**src/rtl/gpio_pad_bank.sv**
```systemverilog
// N-channel GPIO pad controller: registered pad drive with self-timed output pulses,
// plus input synchronisation, edge detection and sticky edge status with a summed interrupt.
module gpio_pad_bank #(
  parameter int unsigned NUM_GPIO    = 11,
  parameter int unsigned SYNC_STAGES = 2,
  parameter int unsigned PULSE_W     = 8
) (
  input  logic                clk,
  input  logic                rst_n,
  input  logic [NUM_GPIO-1:0] dir_i,
  input  logic [NUM_GPIO-1:0] out_i,
  input  logic [NUM_GPIO-1:0] pulse_start_i,
  input  logic [PULSE_W-1:0]  pulse_len_i,
  output logic [NUM_GPIO-1:0] pulse_busy_o,
  output logic [NUM_GPIO-1:0] pad_oe_o,
  output logic [NUM_GPIO-1:0] pad_out_o,
  input  logic [NUM_GPIO-1:0] pad_in_i,
  output logic [NUM_GPIO-1:0] in_o,
  output logic [NUM_GPIO-1:0] rise_o,
  output logic [NUM_GPIO-1:0] fall_o,
  input  logic [NUM_GPIO-1:0] irq_en_rise_i,
  input  logic [NUM_GPIO-1:0] irq_en_fall_i,
  input  logic [NUM_GPIO-1:0] irq_clr_i,
  output logic [NUM_GPIO-1:0] irq_status_o,
  output logic                irq_o
);

  typedef enum logic {
    ST_IDLE  = 1'b0,
    ST_PULSE = 1'b1
  } chan_state_e;

  localparam int unsigned MASK_CYC = SYNC_STAGES + 1;
  localparam int unsigned MASK_W   = $clog2(MASK_CYC + 1);

  chan_state_e         state_q [NUM_GPIO];
  chan_state_e         state_d [NUM_GPIO];
  logic [PULSE_W-1:0]  cnt_q   [NUM_GPIO];
  logic [PULSE_W-1:0]  cnt_d   [NUM_GPIO];
  logic [NUM_GPIO-1:0] pad_oe_q, pad_oe_d;
  logic [NUM_GPIO-1:0] pad_out_q, pad_out_d;

  logic [NUM_GPIO-1:0] sync_q [SYNC_STAGES];
  logic [NUM_GPIO-1:0] in_prev_q;
  logic [MASK_W-1:0]   mask_cnt_q, mask_cnt_d;
  logic                edge_en;
  logic [NUM_GPIO-1:0] irq_status_q, irq_status_d;
  logic [NUM_GPIO-1:0] irq_set;

  // Per-channel pulse FSM. The pad registers are loaded from the next state so the
  // pulse appears the cycle after the request and lasts exactly pulse_len_i cycles.
  always_comb begin
    // NOTE: every combinationally assigned signal gets a default first so no path leaves it unassigned (no latch).
    for (int k = 0; k < NUM_GPIO; k++) begin
      state_d[k]   = state_q[k];
      cnt_d[k]     = cnt_q[k];
      pad_oe_d[k]  = dir_i[k];
      pad_out_d[k] = out_i[k] & dir_i[k];
      case (state_q[k])
        ST_IDLE: begin
          if (pulse_start_i[k] && (pulse_len_i != '0)) begin
            state_d[k]   = ST_PULSE;
            cnt_d[k]     = pulse_len_i;
            pad_oe_d[k]  = 1'b1;
            pad_out_d[k] = 1'b1;
          end
        end
        ST_PULSE: begin
          if (cnt_q[k] == PULSE_W'(1)) begin
            state_d[k] = ST_IDLE;
            cnt_d[k]   = '0;
          end else begin
            cnt_d[k]     = cnt_q[k] - PULSE_W'(1);
            pad_oe_d[k]  = 1'b1;
            pad_out_d[k] = 1'b1;
          end
        end
        default: state_d[k] = ST_IDLE;
      endcase
    end
  end

  // Edge outputs stay masked until the synchroniser and in_prev hold real pad samples.
  always_comb begin
    mask_cnt_d = mask_cnt_q;
    if (mask_cnt_q != MASK_W'(MASK_CYC)) begin
      mask_cnt_d = mask_cnt_q + MASK_W'(1);
    end
  end

  assign edge_en = (mask_cnt_q == MASK_W'(MASK_CYC));
  assign in_o    = sync_q[SYNC_STAGES-1];
  assign rise_o  = in_o & ~in_prev_q & {NUM_GPIO{edge_en}};
  assign fall_o  = ~in_o & in_prev_q & {NUM_GPIO{edge_en}};

  // A set in the same cycle as a clear wins.
  assign irq_set      = (rise_o & irq_en_rise_i) | (fall_o & irq_en_fall_i);
  assign irq_status_d = (irq_status_q & ~irq_clr_i) | irq_set;

  always_ff @(posedge clk) begin
    // NOTE: sequential state uses non-blocking assignments so every flop samples pre-edge values.
    if (!rst_n) begin
      for (int k = 0; k < NUM_GPIO; k++) begin
        state_q[k] <= ST_IDLE;
        cnt_q[k]   <= '0;
      end
      for (int s = 0; s < SYNC_STAGES; s++) begin
        sync_q[s] <= '0;
      end
      pad_oe_q     <= '0;
      pad_out_q    <= '0;
      in_prev_q    <= '0;
      mask_cnt_q   <= '0;
      irq_status_q <= '0;
    end else begin
      for (int k = 0; k < NUM_GPIO; k++) begin
        state_q[k] <= state_d[k];
        cnt_q[k]   <= cnt_d[k];
      end
      sync_q[0] <= pad_in_i;
      for (int s = 1; s < SYNC_STAGES; s++) begin
        sync_q[s] <= sync_q[s-1];
      end
      pad_oe_q     <= pad_oe_d;
      pad_out_q    <= pad_out_d;
      in_prev_q    <= in_o;
      mask_cnt_q   <= mask_cnt_d;
      irq_status_q <= irq_status_d;
    end
  end

  always_comb begin
    for (int k = 0; k < NUM_GPIO; k++) begin
      pulse_busy_o[k] = (state_q[k] == ST_PULSE);
    end
  end

  assign pad_oe_o     = pad_oe_q;
  assign pad_out_o    = pad_out_q;
  assign irq_status_o = irq_status_q;
  assign irq_o        = |irq_status_q;

endmodule

```
**config.mk**
```make
export PLATFORM = sky130hd
export DESIGN_NAME = gpio_pad_bank
export DESIGN_NICKNAME = d
export VERILOG_FILES = /design/src/rtl/gpio_pad_bank.sv
export SDC_FILE = /design/constraint.sdc
export NUM_CORES = 1
export LEC_CHECK = 0
export CORE_MARGIN = 3
export CORE_UTILIZATION = 57
export CTS_CLUSTER_DIAMETER = 40
export DETAILED_ROUTE_END_ITERATION = 12
export MAX_ROUTING_LAYER = met4
export PLACE_DENSITY = 0.86
export SETUP_SLACK_MARGIN = 0.15
export SYNTH_ARGS = -nofsm -noshare
export SYNTH_HDL_FRONTEND = slang
export SYNTH_SLANG_ARGS = --single-unit
```
**constraint.sdc**
```tcl
create_clock -name clk -period 2.98 [get_ports clk]
set_clock_uncertainty 0.1 [all_clocks]
set_input_delay 0.447 -clock clk [delete_from_list [all_inputs] [get_ports clk]]
set_output_delay 0.447 -clock clk [all_outputs]
set_load 0.02 [all_outputs]
```
Word level (Yosys, flattened, before mapping) --
Memory sizes are Yosys's and may differ from the RTL's. Index checks and enable logic that the tools add are counted.
Word-level totals: bits in registers 46, RAM bits 121, input port bits 87, output and inout port bits 78, memories kept 3
Cells by class: add/subtract/negate cells 12, equal/unequal tests 13, muxes and demuxes 158, bitwise operators 58, reduce and logical (&&, ||, !) cells 13
Memory list:
- cnt_q | depth 11, bits a word 8, rd ports 11, clocked after memory_dff 0, wr ports 11, line 38 | logic [PULSE_W-1:0] cnt_q [NUM_GPIO];
- sync_q | depth 2, bits a word 11, rd ports 2, clocked after memory_dff 0, wr ports 2, line 43 | logic [NUM_GPIO-1:0] sync_q [SYNC_STAGES];
- state_q | depth 11, bits a word 1, rd ports 11, clocked after memory_dff 0, wr ports 11, line 36 | chan_state_e state_q [NUM_GPIO];
Operators by type and width (number):
- 8-bit two-way mux | 33
- 8-bit one-hot mux with 2 select lines | 11
- 8-bit by 1-bit == test with 1-bit output (second input constant) | 11
- 8-bit by 1-bit subtractor with 8-bit output (second input constant) | 11
- 1-bit two-way mux | 79
- 11-bit bitwise AND | 7
- 1-bit one-hot mux with 2 select lines | 33
- 11-bit inverter | 3
- 1-bit bitwise OR | 24
- 11-bit two-way mux | 2
- 11-bit bitwise OR | 2
- 1-bit bitwise AND | 11
- 1-bit logical AND | 11
- 1-bit inverter | 11
- 11-bit OR reduction | 1
- 8-bit nonzero test | 1
- 2-bit by 1-bit adder with 2-bit output (second input constant) | 1
- 2-bit == test (second input constant) | 1
- 2-bit inequality test (second input constant) | 1

Longest topological paths before layout --
depth after elaboration 6, mapped depth 7

Least setup slack after synthesis --
Ideal clock, no wire load.
kind input port to flip-flop, start in pulse_len_i[5], end reg pad_out_q[3] (netlist: pad_out_o[3]), library setup time 0.115 ns, arrival 1.850 ns, data required time 2.765 ns, slack 0.916 ns, stages 7, buffers on the path 3, cells stage by stage buf_2 > or4_1 > buf_4 > buf_6 > o21ai_4 > o21ai_1 > o21a_1
On the way: word-level cells in the longest chain between the ends 4
RTL lines:
- start: declaration | line 13 | input logic [PULSE_W-1:0] pulse_len_i,
- 8-bit nonzero test | line 61 | if (pulse_start_i[k] && (pulse_len_i != '0)) begin
- 1-bit logical AND | line 61
- 1-bit two-way mux | line 61
- 1-bit one-hot mux with 2 select lines | line 59 | case (state_q[k])
- end signal: assignment | line 125 | pad_out_q <= pad_out_d;
- end: declaration | line 41 | logic [NUM_GPIO-1:0] pad_out_q, pad_out_d;
Every way passes these cells. A chain may end at the register's enable or synchronous reset.

Worst setup path in the final report --
start reg mask_cnt_q[0], end out fall_o[10]
On the way: word-level cells in the longest chain between the ends 2
RTL lines:
- start: declaration | line 45 | logic [MASK_W-1:0] mask_cnt_q, mask_cnt_d;
- start signal: assignment | line 127 | mask_cnt_q <= mask_cnt_d;
- 2-bit == test | line 91 | assign edge_en = (mask_cnt_q == MASK_W'(MASK_CYC));
- 11-bit bitwise AND | line 94 | assign fall_o = ~in_o & in_prev_q & {NUM_GPIO{edge_en}};
- end: declaration | line 20 | output logic [NUM_GPIO-1:0] fall_o,
Every way passes these cells.

==> flow_summary.yaml <==
cts:
  clk_pin_slew_ps: 60
  h-tree-depth: 4
  clock_latency_ps: 430
  cts_buffers: 17
  cts_tree: "yes"
  cts_sinks: 167
  cts_buffer_depth: 2
  root_buffer: "clkbuf_16"
timing:
  period_minus_slack_ps: 2700
  post-route-period-util_pct: 90.6
  rsz0062_at_grt: "no"
  timing.fmax_ghz: 0.370
  hold_viol_final: 0
  fin_ws_ps: 280
  setup-tns-final_ps: 0
  setup_viol: 0
  worst_pin_slew_ps: 864
  relSlewSlack_pct: 42.4
  maxSlewViolCount: 0
global_routing:
  grtUsageMet2_pct: 46.4
  grtUsageMet1_pct: 37.2
  overflow: 0
  antenna_found_initial: 0
  grt_pass1_vias: 7726
  grt.total_usage_pct: 28.8
  grt_use_met3_pct: 5.20
  grt.busiest_layer: "met2"
  grt_max_degree: 91
  grt_pass1_wl_mm: 38.6
placement:
  dp.cells: 1349
  dpl.hpwl_mm: 16.3
  port-buffer-count: 164
  gp_congestion: 0.941
  preCtsSetupSlack_ps: 138
  placed_area_um2: 10600
finish:
  instances_no_fill: 1381
  drive_above_1_share_pct: 8.38
  nets: 1267
  final_cell_area_um2: 11200
  area_growth_pct: 26.2
  ff_latch_area_um2: 3340
  fillCellCount: 1134
  multiInputGateArea_um2: 4930
synthesis:
  syn_avg_cell_area_um2: 8.65
  syn_inst: 1028
  synth_cell_types: 63
  seq_area_frac_synth_pct: 37.6
  synthFlopType: "dfxtp_1"
  syn-cell-area_um2: 8890
  ys_ff_latch: 167
  async_flop_share_pct: 0
  synth_edf_count: 0
  syn_nets: 1138
  synth_warnings: 0
worst_setup_path:
  cpMaxStageDelayCell: "clkdlybuf4s50_1"
  critPathTopFamily: "buffers and inverters"
  critPathMaxFanout: 22
  start_kind: "register"
  cp_num_buf_inv: 2
  required_ps: 2430
  max_stage_delay_ps: 660
  crit_type: "register to output pin"
  end_kind: "output pin"
  path_cells: "ha_1 -> buf_4 -> nand2_1 -> nor2_1 -> clkdlybuf4s50_1"
  arrival_ps: 2150
die:
  die_y_um: 131
  num_rows: 45
  dieArea_um2: 17100
  ios: 165
  fp.coreArea_um2: 15300
  floorplan.initialDensity_pct: 58.3
  die_w_um: 131
run_status:
  status: "completed"
power_and_ir_drop:
  power.leakage_uw: 0.00429
  peakVddDrop_uv: 415
  powerDensity_nw_per_um2: 578
detailed_routing:
  wl_per_cell_um: 17.5
  drt_iter0_drc: 805
  drc_errors: 0
  wirelength_mm: 24.2
  drt_pass1_iterations: 5
  num_vias: 8436
  vias_per_cell: 6.11
  ant_nets: 0
flow_run:
  max_cap_viol_count: 0
worst_hold_path:
  min_path_type: "register to register"
==> layout by cell type, fill, tap and decap left out, types with 22 or more instances in the layout <==
| cell type | n |
|---|---|
| and2_1 | 43 |
| nand3_1 | 27 |
| nand2_1 | 67 |
| nor3_1 | 24 |
| nor3b_1 | 28 |
| a221oi_1 | 38 |
| ha_1 | 23 |
| nor2b_1 | 27 |
| a21oi_1 | 59 |
| inv_1 | 56 |
| nor2_1 | 64 |
| nand3b_1 | 24 |
| o21ai_0 | 26 |
| clkdlybuf4s50_1 | 160 |
| a31oi_1 | 22 |
| buf_4 | 27 |
| mux2i_1 | 28 |
| dfxtp_1 | 167 |
==> what timing repair did <==
action / in CTS / in global routing
gates resized for setup: 0 / 3
hold buffers: 0 / 0
endpoints found under the setup margin: 0 / 3
setup buffers: 0 / 0
==> stage by stage <==
| step | hold WS [ps] | util, % | total power, µW |
|---|---|---|---|
| after floorplan | 312 | - | 3690 |
| after global placement | 314 | 69.4 | 4120 |
| after detailed placement | 322 | 69.4 | 4160 |
| after CTS | 337 | 73.5 | 6490 |
| after global routing | 347 | 73.5 | 6780 |
| final | 335 | 73.5 | 6490 |
==> per-layer routing <==
metal	wire length, µm	vias to the layer above
li1	-	4010
met1	10300	4033
met2	11800	340
met3	1610	53
met4	498	0
met5	0	-
==> power by group <==
group	internal (µW)	switching (µW)
combinational	709	782
sequential	2440	229
clock	1420	913
==> cell families (layout without fill, tap and decap cells) <==
family / Yosys count / count (layout) / share of synthesized area (%)
xor gates and xnor gates: 14 / 14 / 1.38
and+or+nand+nor: 369 / 369 / 23.4
other: 0 / 1 / 0
muxes: 31 / 31 / 3.53
DFF: 167 / 167 / 37.6
AOI/OAI and AO/OA: 286 / 286 / 23.9
adders and majority gates: 23 / 23 / 3.24
buffers and inverters: 138 / 279 / 6.94
==> Yosys cell counts (10+ instances only) <==
| cell | number | area, µm² |
|---|---|---|
| nor2_1 | 64 | 240 |
| o21ai_1 | 10 | 50.1 |
| nand2b_1 | 11 | 68.8 |
| ha_1 | 23 | 288 |
| nand3_1 | 27 | 135 |
| dfxtp_1 | 167 | 3340 |
| nor3_1 | 24 | 120 |
| o21ai_0 | 26 | 130 |
| xnor2_1 | 10 | 87.6 |
| nand2_1 | 67 | 251 |
| nor2b_1 | 27 | 169 |
| mux2i_1 | 28 | 280 |
| a221oi_1 | 38 | 333 |
| clkbuf_1 | 50 | 188 |
| a211oi_1 | 17 | 128 |
| and3b_1 | 11 | 96.3 |
| buf_4 | 23 | 173 |
| o31a_1 | 11 | 96.3 |
| a21oi_1 | 59 | 295 |
| and2_1 | 43 | 269 |
| a31oi_1 | 22 | 138 |
| inv_1 | 57 | 214 |
| nor3b_1 | 28 | 210 |
| o21ai_2 | 14 | 123 |
| nand3b_1 | 24 | 180 |
==> final cells by class <==
type                    count  area share [%]
well taps                 211            2.35
diodes                      1          0.0223
flip-flops and latches    167            29.8
inverters                  57            1.91
clock inverters            12            1.57
repair buffers            191            16.5
clock buffers              19            3.95
multi-input cells         723            43.9
==> worst register-to-register path: cells and delay by family (launching register included) <==
kind                     cells  cell delay, ps
AND/OR/NAND/NOR              2             600
AO/OA/AOI/OAI                2             850
flip-flops                   1             410
adder cells (fa/ha/maj)      1             250
==> registers in the layout (all words and copies together), names as in the netlist <==
register and cells:
cnt_q 88, sync_q 22, in_prev_q 11, irq_status_o 11
pad_oe_o 11, pad_out_o 11, state_q 11, mask_cnt_q 2
==> path summary, 6_finish.rpt <==
| kind | start | end | slack [ps] | cells past startpoint |
|---|---|---|---|---|
| worst min register to register | sync_q[0][3]$_SDFF_PN0_ | sync_q[0][14]$_SDFF_PN0_ | 330 | 1 |
| worst max-delay path | mask_cnt_q[0]$_SDFFE_PN0P_ | fall_o[10] | 280 | 5 |
| worst max register to register | cnt_q[10][0]$_SDFFE_PN0P_ | cnt_q[10][0]$_SDFFE_PN0P_ | 660 | 5 |
| worst min-delay path | sync_q[0][3]$_SDFF_PN0_ | sync_q[0][14]$_SDFF_PN0_ | 330 | 1 |
Note: power is estimated with default switching activity, not from simulation.
